### config.mk
export PLATFORM = sky130hd
export DESIGN_NAME = tlb_isr_dma_responder_flat
export DESIGN_NICKNAME = d
export VERILOG_FILES = /design/src/rtl/lynxTypes.sv /design/src/rtl/dmaIntf.sv /design/src/rtl/queue.sv /design/src/rtl/tlb_isr_dma_responder.sv /design/src/flat_wrapper.sv
export SDC_FILE = /design/constraint.sdc
export NUM_CORES = 1
export LEC_CHECK = 0
export BUFFER_PORTS_ARGS = -buffer_cell sky130_fd_sc_hd__buf_2
export CORE_UTILIZATION = 55
export DETAILED_ROUTE_END_ITERATION = 8
export PLACE_DENSITY = 0.87
export SYNTH_ARGS = -nofsm -noshare
export SYNTH_HDL_FRONTEND = slang
export SYNTH_SLANG_ARGS = --single-unit
### constraint.sdc
create_clock -name aclk -period 5.8 [get_ports aclk]
set_input_delay 1.16 -clock aclk [delete_from_list [all_inputs] [get_ports aclk]]
set_output_delay 1.16 -clock aclk [all_outputs]
set_load 0.05 [all_outputs]
### src/rtl/lynxTypes.sv
// Shared types for the DMA request/done protocol and the ISR responder tracking queue.
package lynxTypes;

  localparam int PADDR_BITS    = 48;
  localparam int LEN_BITS      = 28;
  localparam int N_OUTSTANDING = 8;

  // Tracking entries are sized for the default 4 KiB chunk boundary.
  localparam int DMA_ISR_CHUNK_BITS = 12;
  localparam int DMA_ISR_NCHK_BITS  = LEN_BITS - DMA_ISR_CHUNK_BITS + 1;

  typedef struct packed {
    logic [PADDR_BITS-1:0] paddr;
    logic [LEN_BITS-1:0]   len;
    logic                  ctl;
    logic [7:0]            rsrvd;
  } dma_req_t;

  typedef struct packed {
    logic       done;
    logic [7:0] rsrvd;
  } dma_rsp_t;

  typedef struct packed {
    logic                         ctl;
    logic [DMA_ISR_NCHK_BITS-1:0] nchk;
  } dma_isr_trk_t;

  typedef enum logic [0:0] {
    ST_IDLE  = 1'b0,
    ST_SPLIT = 1'b1
  } dma_isr_state_t;

endpackage

### src/rtl/dmaIntf.sv
// Valid/ready DMA request channel with a done pulse returned on rsp.
interface dmaIntf;
  import lynxTypes::*;

  logic     valid;
  logic     ready;
  dma_req_t req;
  dma_rsp_t rsp;

  modport m (output valid, output req, input ready, input rsp);
  modport s (input valid, input req, output ready, output rsp);
endinterface

### src/rtl/queue.sv
// Circular FIFO; a pop in the same cycle frees a slot for a push even when full.
module queue #(
  parameter type QTYPE  = logic [31:0],
  parameter int  QDEPTH = 8
) (
  input  logic aclk,
  input  logic areset,
  input  logic val_snk,
  output logic rdy_snk,
  input  QTYPE data_snk,
  output logic val_src,
  input  logic rdy_src,
  output QTYPE data_src
);

  localparam int            AW       = (QDEPTH > 1) ? $clog2(QDEPTH) : 1;
  localparam logic [AW:0]   FULL_CNT = (AW+1)'(QDEPTH);
  localparam logic [AW-1:0] LAST_PTR = AW'(QDEPTH - 1);

  QTYPE          mem_q [QDEPTH];
  logic [AW-1:0] wr_ptr_q, wr_ptr_d, rd_ptr_q, rd_ptr_d;
  logic [AW:0]   cnt_q, cnt_d;
  logic          push_s, pop_s;

  assign val_src  = (cnt_q != '0);
  assign rdy_snk  = (cnt_q != FULL_CNT) || rdy_src;
  assign push_s   = val_snk && rdy_snk;
  assign pop_s    = val_src && rdy_src;
  assign data_src = mem_q[rd_ptr_q];

  always_comb begin
    wr_ptr_d = wr_ptr_q;
    rd_ptr_d = rd_ptr_q;
    if (push_s) begin
      wr_ptr_d = (wr_ptr_q == LAST_PTR) ? '0 : wr_ptr_q + 1'b1;
    end
    if (pop_s) begin
      rd_ptr_d = (rd_ptr_q == LAST_PTR) ? '0 : rd_ptr_q + 1'b1;
    end
    case ({push_s, pop_s})
      2'b10:   cnt_d = cnt_q + 1'b1;
      2'b01:   cnt_d = cnt_q - 1'b1;
      default: cnt_d = cnt_q;
    endcase
  end

  always_ff @(posedge aclk) begin
    if (areset) begin
      wr_ptr_q <= '0;
      rd_ptr_q <= '0;
      cnt_q    <= '0;
    end else begin
      wr_ptr_q <= wr_ptr_d;
      rd_ptr_q <= rd_ptr_d;
      cnt_q    <= cnt_d;
    end
  end

  always_ff @(posedge aclk) begin
    if (push_s) begin
      mem_q[wr_ptr_q] <= data_snk;
    end
  end

endmodule

### src/rtl/tlb_isr_dma_responder.sv
// DMA responder: splits each request into page-bounded engine commands and
// pulses rsp.done, in request order, once all chunks of a ctl request complete.
module tlb_isr_dma_responder
  import lynxTypes::*;
#(
  parameter bit RDWR           = 1'b0,
  parameter int MAX_CHUNK_BITS = 12,
  parameter int QDEPTH         = N_OUTSTANDING
) (
  input  logic                    aclk,
  input  logic                    areset,
  dmaIntf.s                       s_req,
  output logic                    m_cmd_valid,
  input  logic                    m_cmd_ready,
  output logic [PADDR_BITS-1:0]   m_cmd_addr,
  output logic [MAX_CHUNK_BITS:0] m_cmd_len,
  output logic                    m_cmd_last,
  output logic                    m_cmd_wr,
  input  logic                    m_cpl_valid,
  output logic                    busy,
  output logic [31:0]             stat_req_cnt
);

  localparam int NW = DMA_ISR_NCHK_BITS;
  localparam logic [MAX_CHUNK_BITS:0] CHUNK_BYTES = {1'b1, {MAX_CHUNK_BITS{1'b0}}};

  function automatic logic [MAX_CHUNK_BITS:0] chunk_len(input logic [PADDR_BITS-1:0] a,
                                                        input logic [LEN_BITS-1:0] r);
    logic [MAX_CHUNK_BITS:0] room;
    room = CHUNK_BYTES - {1'b0, a[MAX_CHUNK_BITS-1:0]};
    if (r < LEN_BITS'(room)) chunk_len = r[MAX_CHUNK_BITS:0];
    else                     chunk_len = room;
  endfunction

  dma_isr_state_t          state_q, state_d;
  logic [PADDR_BITS-1:0]   addr_q, addr_d, cmd_addr_q, cmd_addr_d;
  logic [LEN_BITS-1:0]     rem_q, rem_d;
  logic [NW-1:0]           nchk_q, nchk_d, cacc_q, cacc_d;
  logic                    ctl_q, ctl_d, done_q, done_d;
  logic                    cmd_valid_q, cmd_valid_d, cmd_last_q, cmd_last_d;
  logic [MAX_CHUNK_BITS:0] cmd_len_q, cmd_len_d, clen_in_s, clen_nx_s;
  logic [31:0]             req_cnt_q, req_cnt_d;
  logic                    accept_s, cmd_hs_s, q_push_s, q_rdy_s, q_val_s, retire_s;
  dma_isr_trk_t            q_in_s, head_s;
  logic                    unused_s;

  assign unused_s  = ^s_req.req.rsrvd;
  assign clen_in_s = chunk_len(s_req.req.paddr, s_req.req.len);
  assign clen_nx_s = chunk_len(addr_q, rem_q);

  assign s_req.ready = (state_q == ST_IDLE) && q_rdy_s && !areset;
  assign accept_s    = s_req.valid && s_req.ready;
  assign cmd_hs_s    = cmd_valid_q && m_cmd_ready;
  assign retire_s    = q_val_s && (cacc_q >= head_s.nchk);

  // Zero-length requests push from IDLE; split requests push on their last handshake.
  assign q_push_s    = (accept_s && (s_req.req.len == '0)) ||
                       ((state_q == ST_SPLIT) && cmd_hs_s && cmd_last_q);
  assign q_in_s.ctl  = (state_q == ST_IDLE) ? s_req.req.ctl : ctl_q;
  assign q_in_s.nchk = (state_q == ST_IDLE) ? '0 : nchk_q + 1'b1;

  queue #(.QTYPE(dma_isr_trk_t), .QDEPTH(QDEPTH)) inst_trk_q (
    .aclk     (aclk),
    .areset   (areset),
    .val_snk  (q_push_s),
    .rdy_snk  (q_rdy_s),
    .data_snk (q_in_s),
    .val_src  (q_val_s),
    .rdy_src  (retire_s),
    .data_src (head_s)
  );

  always_ff @(posedge aclk) begin
    if (areset) begin
      state_q     <= ST_IDLE;
      addr_q      <= '0;
      rem_q       <= '0;
      nchk_q      <= '0;
      ctl_q       <= 1'b0;
      cmd_valid_q <= 1'b0;
      cmd_addr_q  <= '0;
      cmd_len_q   <= '0;
      cmd_last_q  <= 1'b0;
      cacc_q      <= '0;
      done_q      <= 1'b0;
      req_cnt_q   <= '0;
    end else begin
      state_q     <= state_d;
      addr_q      <= addr_d;
      rem_q       <= rem_d;
      nchk_q      <= nchk_d;
      ctl_q       <= ctl_d;
      cmd_valid_q <= cmd_valid_d;
      cmd_addr_q  <= cmd_addr_d;
      cmd_len_q   <= cmd_len_d;
      cmd_last_q  <= cmd_last_d;
      cacc_q      <= cacc_d;
      done_q      <= done_d;
      req_cnt_q   <= req_cnt_d;
    end
  end

  always_comb begin
    state_d = state_q;
    case (state_q)
      ST_IDLE:  if (accept_s && (s_req.req.len != '0)) state_d = ST_SPLIT;
      ST_SPLIT: if (cmd_hs_s && cmd_last_q)             state_d = ST_IDLE;
      default:  state_d = ST_IDLE;
    endcase
  end

  // addr/rem track the bytes after the chunk currently presented on m_cmd.
  always_comb begin
    addr_d      = addr_q;
    rem_d       = rem_q;
    nchk_d      = nchk_q;
    ctl_d       = ctl_q;
    req_cnt_d   = req_cnt_q;
    cmd_valid_d = cmd_valid_q;
    cmd_addr_d  = cmd_addr_q;
    cmd_len_d   = cmd_len_q;
    cmd_last_d  = cmd_last_q;
    if (accept_s) begin
      nchk_d    = '0;
      ctl_d     = s_req.req.ctl;
      req_cnt_d = req_cnt_q + 32'd1;
      if (s_req.req.len != '0) begin
        cmd_valid_d = 1'b1;
        cmd_addr_d  = s_req.req.paddr;
        cmd_len_d   = clen_in_s;
        cmd_last_d  = (s_req.req.len == LEN_BITS'(clen_in_s));
        addr_d      = s_req.req.paddr + PADDR_BITS'(clen_in_s);
        rem_d       = s_req.req.len - LEN_BITS'(clen_in_s);
      end else begin
        addr_d = s_req.req.paddr;
        rem_d  = '0;
      end
    end else if (cmd_hs_s) begin
      nchk_d = nchk_q + 1'b1;
      if (cmd_last_q) begin
        cmd_valid_d = 1'b0;
      end else begin
        cmd_addr_d = addr_q;
        cmd_len_d  = clen_nx_s;
        cmd_last_d = (rem_q == LEN_BITS'(clen_nx_s));
        addr_d     = addr_q + PADDR_BITS'(clen_nx_s);
        rem_d      = rem_q - LEN_BITS'(clen_nx_s);
      end
    end else begin
      cmd_valid_d = cmd_valid_q;
    end
    // Completions may run ahead of the entry they belong to.
    cacc_d = cacc_q + NW'(m_cpl_valid) - (retire_s ? head_s.nchk : '0);
    done_d = retire_s && head_s.ctl;
  end

  always_comb begin
    s_req.rsp      = '0;
    s_req.rsp.done = done_q;
  end

  assign m_cmd_valid  = cmd_valid_q;
  assign m_cmd_addr   = cmd_addr_q;
  assign m_cmd_len    = cmd_len_q;
  assign m_cmd_last   = cmd_last_q;
  assign m_cmd_wr     = RDWR;
  assign busy         = (state_q != ST_IDLE) || q_val_s;
  assign stat_req_cnt = req_cnt_q;

endmodule

### src/flat_wrapper.sv
// flat-port wrapper written by rule: the top's interface ports become plain ports
module tlb_isr_dma_responder_flat import lynxTypes::*;
#(
  parameter bit RDWR           = 1'b0,
  parameter int MAX_CHUNK_BITS = 12,
  parameter int QDEPTH         = N_OUTSTANDING
)
  (aclk, areset, m_cmd_valid, m_cmd_ready, m_cmd_addr, m_cmd_len, m_cmd_last, m_cmd_wr, m_cpl_valid, busy, stat_req_cnt, s_req_valid, s_req_req, s_req_ready, s_req_rsp);
  dmaIntf s_req_i ();
  input  logic aclk;
  input  logic areset;
  output logic m_cmd_valid;
  input  logic m_cmd_ready;
  output logic [PADDR_BITS-1:0] m_cmd_addr;
  output logic [MAX_CHUNK_BITS:0] m_cmd_len;
  output logic m_cmd_last;
  output logic m_cmd_wr;
  input  logic m_cpl_valid;
  output logic busy;
  output logic [31:0] stat_req_cnt;
  input wire logic [$bits(s_req_i.valid)-1:0] s_req_valid;
  input wire logic [$bits(s_req_i.req)-1:0] s_req_req;
  output wire logic [$bits(s_req_i.ready)-1:0] s_req_ready;
  output wire logic [$bits(s_req_i.rsp)-1:0] s_req_rsp;
  assign s_req_i.valid = s_req_valid;
  assign s_req_i.req = s_req_req;
  assign s_req_ready = s_req_i.ready;
  assign s_req_rsp = s_req_i.rsp;
  tlb_isr_dma_responder #(.RDWR(RDWR), .MAX_CHUNK_BITS(MAX_CHUNK_BITS), .QDEPTH(QDEPTH)) u_core (.aclk(aclk), .areset(areset), .s_req(s_req_i), .m_cmd_valid(m_cmd_valid), .m_cmd_ready(m_cmd_ready), .m_cmd_addr(m_cmd_addr), .m_cmd_len(m_cmd_len), .m_cmd_last(m_cmd_last), .m_cmd_wr(m_cmd_wr), .m_cpl_valid(m_cpl_valid), .busy(busy), .stat_req_cnt(stat_req_cnt));
endmodule
=== After elaboration in Yosys (flattened, before gate mapping) ===
Memory sizes are Yosys's and may differ from the RTL's. A register that Yosys moved wholly into a read port is not among the register bits.
Cells that the tools add are included.

* Register bits: 218
* RAM bits: 144
* Bits of input ports: 90
* Output and inout bits: 107
* Word-level logic and storage cells: 110
* Memories: 1

{| class="wikitable"
|+ Memories
! memory !! words !! bits a word !! read ports !! clocked after Yosys merged registers in !! write ports !! RTL line !! source
|-
| u_core.inst_trk_q.mem_q || 8 || 18 || 1 || 1 || 1 || queue.sv:20 || <nowiki>QTYPE mem_q [QDEPTH];</nowiki>
|}

* $add $sub $neg: 14
* Order comparisons: 3
* Equality and inequality tests: 9
* Muxes and demuxes: 39
* Bitwise gates (word level): 1
* Reduce and logical (&&, ||, !) cells: 28

{| class="wikitable"
|+ Operators by type and width
! cell !! number
|-
| 48-bit two-way mux || 8
|-
| 28-bit two-way mux || 4
|-
| 48-bit by 13-bit adder with 48-bit output || 2
|-
| 13-bit two-way mux || 6
|-
| 28-bit by 13-bit equality test with 1-bit output || 2
|-
| 28-bit by 13-bit < comparator with 1-bit output || 2
|-
| 28-bit by 13-bit subtractor with 28-bit output || 2
|-
| 17-bit two-way mux || 2
|-
| 32-bit by 1-bit adder with 32-bit output, second input constant || 1
|-
| 28-bit logical NOT || 1
|-
| 28-bit nonzero test || 1
|-
| 13-bit by 12-bit subtractor with 13-bit output, first input constant || 2
|-
| 17-bit by 1-bit adder with 17-bit output || 1
|-
| 17-bit by 1-bit adder with 17-bit output, second input constant || 1
|-
| 17-bit greater-or-equal comparator || 1
|-
| 17-bit subtractor || 1
|-
| 1-bit logical AND || 13
|-
| 1-bit two-way mux || 13
|-
| 3-bit two-way mux || 4
|-
| 4-bit one-hot mux with 2 select lines || 1
|-
| 3-bit by 1-bit adder with 3-bit output, second input constant || 2
|-
| 3-bit equality test, second input constant || 2
|-
| 3-bit AND reduction || 2
|-
| 2-bit nonzero test || 3
|-
| 13 further kinds || 17
|}

=== Depth between registers and ports, before layout ===
* Word-level depth: 11
* Mapped depth: 26
* Gate-level depth less buffers: 24

=== Hierarchy ===
A second synthesis with hierarchy kept.

* Cells, all modules: 2226
* Area, all modules: 21566.9 µm²

{| class="wikitable"
|+ By module, submodules not included
! module !! times used !! cells an instance !! area an instance (µm²) !! sequential area each (µm²)
|-
| tlb_isr_dma_responder || 1 || 1940 || 15314.7 || 4164.0
|-
| queue || 1 || 286 || 6252.2 || 4584.4
|}

=== Worst setup path before layout ===
No wires, ideal clock.

* Kind: reg2reg
* From: reg (tool-made name)
* To: reg u_core.cacc_q[16]
* Data arrival time: 5.820 ns
* Data required time: 5.672 ns
* Slack: -0.148 ns
* Cell stages (with the launch flop): 25
* Buffers on the path: 3
* Clock period less this slack: 5.948 ns
* Cell sequence: dfxtp_1 > clkbuf_1 > buf_1 > mux4_2 > mux2i_1 > ha_1 > or3_1 > a21oi_1 > a2111oi_0 > o31ai_1 > a21oi_1 > clkbuf_1 > and2_1 > ha_1 > inv_1 > ha_1 > fa_1 > a211oi_1 > o21ai_0 > nand3_1 > a21oi_1 > o31ai_1 > a21oi_1 > xnor2_1 > nor2_1

{| class="wikitable"
|+ RTL lines
! element !! RTL line !! source
|-
| to (signal assigned) || tlb_isr_dma_responder.sv:84 || <nowiki>cacc_q <= '0;</nowiki>
|-
| to (signal assigned) || tlb_isr_dma_responder.sv:97 || <nowiki>cacc_q <= cacc_d;</nowiki>
|-
| to (decl) || tlb_isr_dma_responder.sv:38 || <nowiki>logic [NW-1:0] nchk_q, nchk_d, cacc_q, cacc_d;</nowiki>
|}

=== Worst setup path after layout ===
* From: reg u_core.addr_q[4]
* To: reg u_core.addr_q[30]

* Longest elaborated chain between the ends: 7

{| class="wikitable"
|+ Ends and longest elaborated chain
! element !! RTL line !! source
|-
| from (decl) || tlb_isr_dma_responder.sv:36 || <nowiki>logic [PADDR_BITS-1:0] addr_q, addr_d, cmd_addr_q, cmd_addr_d;</nowiki>
|-
| from (signal assigned) || tlb_isr_dma_responder.sv:89 || <nowiki>addr_q <= addr_d;</nowiki>
|-
| 13-bit by 12-bit subtractor with 13-bit output || tlb_isr_dma_responder.sv:30 || <nowiki>room = CHUNK_BYTES - {1'b0, a[MAX_CHUNK_BITS-1:0]};</nowiki>
|-
| 28-bit by 13-bit < comparator with 1-bit output || tlb_isr_dma_responder.sv:31 || <nowiki>if (r < LEN_BITS'(room)) chunk_len = r[MAX_CHUNK_BITS:0];</nowiki>
|-
| 13-bit two-way mux || tlb_isr_dma_responder.sv:31 ||
|-
| 48-bit by 13-bit adder with 48-bit output (*) || tlb_isr_dma_responder.sv:146 || <nowiki>addr_d = addr_q + PADDR_BITS'(clen_nx_s);</nowiki>
|-
| 48-bit two-way mux (*) || tlb_isr_dma_responder.sv:140 || <nowiki>if (cmd_last_q) begin</nowiki>
|-
| 48-bit two-way mux (*) || tlb_isr_dma_responder.sv:138 || <nowiki>end else if (cmd_hs_s) begin</nowiki>
|-
| 48-bit two-way mux (*) || tlb_isr_dma_responder.sv:123 || <nowiki>if (accept_s) begin</nowiki>
|}

Mark *: on every way between the ends. The rest lies on a longest branch, timed or not. The select of a mux whose other input is x is not followed.
A chain may end at the register's enable or synchronous reset.

==> impl_metrics.tcl <==
set metrics [dict create \
    cts_hold_buf 0 \
    placedCellCount 3088 \
    yosysTopAreaCell "dfxtp_1" \
    routed_via_density 6.16 \
    numCtsBuffers 41 \
    htree_levels 2 \
    synth_edf_count 144 \
    yosys-top-cells-area "dfxtp_1 20%, edfxtp_1 20%, ha_1 7.9%, xnor2_1 4.8%, nand2_1 4.4%" \
    maxCapViolCount 0 \
    hold_viol 0 \
    cts_tree "yes" \
    grt_antenna_before_repair 8 \
    drtPass1Iterations 6 \
    ys_ff_latch 365 \
    finalNonFillerCells 3176 \
    grt.overflow.total 0 \
    fmax_mhz 175 \
    cts_sinks 365 \
    start_util_pct 55.9 \
    io_buffers 179 \
    max-slew-margin-rel_pct 27.5 \
    worstReg2RegStart "u_core.addr_q[4]$_SDFFE_PP0P_" \
    clock_skew_ps 19.6 \
    power_density_nw_per_um2 313 \
    netlist.area_leader.share_pct 20.4 \
    drt_wl_total_um 63700 \
    die_w_um 200 \
    grt_max_degree 133 \
    drive_gt1_share_pct 21.2 \
    period_share_pct 98.4 \
    synth.distinct_cells 80 \
    cts.reportedPaths.clkPinSlew_ps 60 \
    syn_area_per_cell_sq_um 9.33 \
    dpl_cell_area_sq_um 24200 \
    dp_hpwl_um 43700 \
    final_common_cell "nand2_1" \
    r2r_cells 25 \
    r2r_slack_ps 90 \
    final_area_sq_um 25900 \
    area_delta_synth_final_pct 19.5 \
    antenna_left 0 \
    vias 19600 \
    track_usage_pct 30.9 \
    reg2reg_to "u_core.addr_q[30]$_SDFFE_PP0P_" \
    ios 197 \
    syn-cell-area_sq_um 21600 \
    nNetsFinal 2852 \
    die_h_um 200 \
    critPathArrivalTime_ps 6120 \
    crit_type "reg2reg" \
    syn_inst 2319 \
    die_area_sq_um 40200 \
    fp.coreArea_sq_um 38700 \
    num_rows 72 \
    cts-root-buf "clkbuf_16" \
    yosys_most_used_dff "dfxtp_1" \
    peakVddDrop_mv 0.235 \
    critPathLaunchType "register" \
    postLayoutCoreUtil_pct 66.7 \
    cp.required_ps 6210 \
    clock_path_buffers 3 \
    setup_viol 0 \
    path_max_fanout 5 \
    hp-class "reg2reg" \
    cp-endpoint "u_core.addr_q[30]$_SDFFE_PP0P_" \
    clk_latency_ps 580 \
    p_leak_nw 10.2 \
    grt_pass1_vias 19100 \
    holdWs_ps 483 \
    yosys_warnings 0 \
    wl_per_cell_um 20.1 \
    grt_pass1_wl_um 100000 \
    min_period_ps 5710 \
    worst_pin_slew_ps 1080 \
    drt-initial-drc-count 1603 \
    place_congestion 1.01 \
    final_cell_mix "255 x nand2_1, 232 x nor2_1, 220 x dfxtp_1" \
    crit_start "u_core.addr_q[4]$_SDFFE_PP0P_" \
    ys_async_sr_fraction_pct 0 \
    yosysSeqAreaShare_pct 40.4 \
    slew_violations 0 \
    outcome "finished, final reports clean" \
    endpoint_kind "register" \
    drc 0 \
]
registers in the layout, indices dropped and copies added, names as in the netlist, named ones only:
register                    count
u_core.addr_q                  48
u_core.cacc_q                  17
u_core.ctl_q                    1
u_core.done_q                   1
u_core.inst_trk_q.cnt_q         4
u_core.inst_trk_q.mem_q       144
u_core.inst_trk_q.rd_ptr_q      3
u_core.inst_trk_q.wr_ptr_q      3
u_core.m_cmd_addr              48
u_core.m_cmd_last               1
u_core.m_cmd_len               13
u_core.m_cmd_valid              1
u_core.nchk_q                  17
u_core.rem_q                   28
u_core.stat_req_cnt            32
u_core.state_q                  1
critical path: stages (launching register included):
cell       delay [ps]
dfxtp_1           340
nor3_4            240
nand2b_1          150
nor4_4            350
buf_4             180
xnor2_1           140
inv_1              70
ha_1              300
a21oi_2           140
o21ai_2            90
nor3_2            210
a21oi_2           100
a2111oi_4         290
buf_4             210
buf_4             170
mux2i_1           250
inv_1              80
ha_1              340
o21ai_0           130
o21a_1            250
o31a_1            370
o21ai_0           320
nand3_1           280
nor3_1            280
xnor2_1           160
o22ai_1            90
per-layer routing:
layer / share of wire [%] / track usage [%]
met1: 39 / 38.8
met2: 48 / 53.2
met3: 8.8 / 4.86
met4: 3.6 / 11.9
met5: 0.077 / 0
cells by family (layout without fill, tap and decap cells):
kind of cell / after synthesis / in the layout / synth area share, %
simple gates: 866 / 866 / 18.9
compound gates: 453 / 453 / 14.3
flops: 365 / 365 / 40.4
buf+inv: 210 / 536 / 3.97
xor+xnor: 205 / 205 / 8.30
fa+ha+maj: 142 / 142 / 8.42
mux: 77 / 77 / 5.71
other cells: 1 / 14 / 0.0173
synthesized netlist by cell type, types with 12 or more instances:
cell      instances
a211oi_1         41
xnor2_1         118
inv_1            85
edfxtp_1        144
clkbuf_1         83
ha_1            136
o22ai_1          37
a311oi_1         57
nor3_1           92
mux4_2           36
o211ai_1         13
xor2_1           87
o21a_1           18
mux2i_1          33
a21o_1           25
dfxtp_1         221
buf_1            13
nor2_1          232
nor4_1           27
and3_1           31
nand2b_1         32
nand2_1         256
nand3_1          68
and2_1           12
nand4_1          33
o21ai_0          80
a21oi_1          95
or3_1            29
worst min-delay path by stage:
stage	cells after the start	start	slack, ps	endpoint
2_1_floorplan	2	u_core.ctl_q$_SDFFE_PP0N_	430	u_core.ctl_q$_SDFFE_PP0N_
3_3_place_gp	2	u_core.ctl_q$_SDFFE_PP0N_	440	u_core.ctl_q$_SDFFE_PP0N_
3_5_place_dp	2	u_core.ctl_q$_SDFFE_PP0N_	470	u_core.ctl_q$_SDFFE_PP0N_
4_1_cts	2	u_core.ctl_q$_SDFFE_PP0N_	480	u_core.ctl_q$_SDFFE_PP0N_
5_1_grt	1	u_core.m_cmd_len[5]$_SDFFE_PP0P_	520	u_core.m_cmd_len[5]$_SDFFE_PP0P_
6_report	2	u_core.ctl_q$_SDFFE_PP0N_	480	u_core.ctl_q$_SDFFE_PP0N_
where the power goes:
part | internal, W | leakage, nW | switching [W]
clock | 0.00148 | 0.645 | 0.00111
combinational | 0.00106 | 6.25 | 0.00152
sequential | 0.00279 | 3.34 | 0.000132
total | 0.00534 | 10.2 | 0.00276
repair_timing:
action / CTS / global route
resized for setup: 1 / 52
buffers inserted: 0 / 6
cloned: 0 / 1
pin swaps: 0 / 11
setup endpoints to repair: 7 / 64
cell type report:
cell class / count / area [sq um]
flip-flops and latches: 365 / 8750
clock buffers: 56 / 1140
inverters: 94 / 353
repair buffers: 366 / 2380
well taps: 518 / 648
fillers: 2886 / 12900
multi-input cells: 1752 / 12400
diodes: 5 / 12.5
clock inverters: 20 / 174
stage by stage:
stage               power, W  setup TNS [ps]  setup WS (ps)
floorplan            0.00463               0           5.44
global placement     0.00525           -9990           -358
detailed placement   0.00536          -13750           -475
CTS                  0.00796               0           1.73
global route         0.00848            -949           -131
finish               0.00810               0           92.1
No activity file was read; power rests on OpenSTA's default activity.
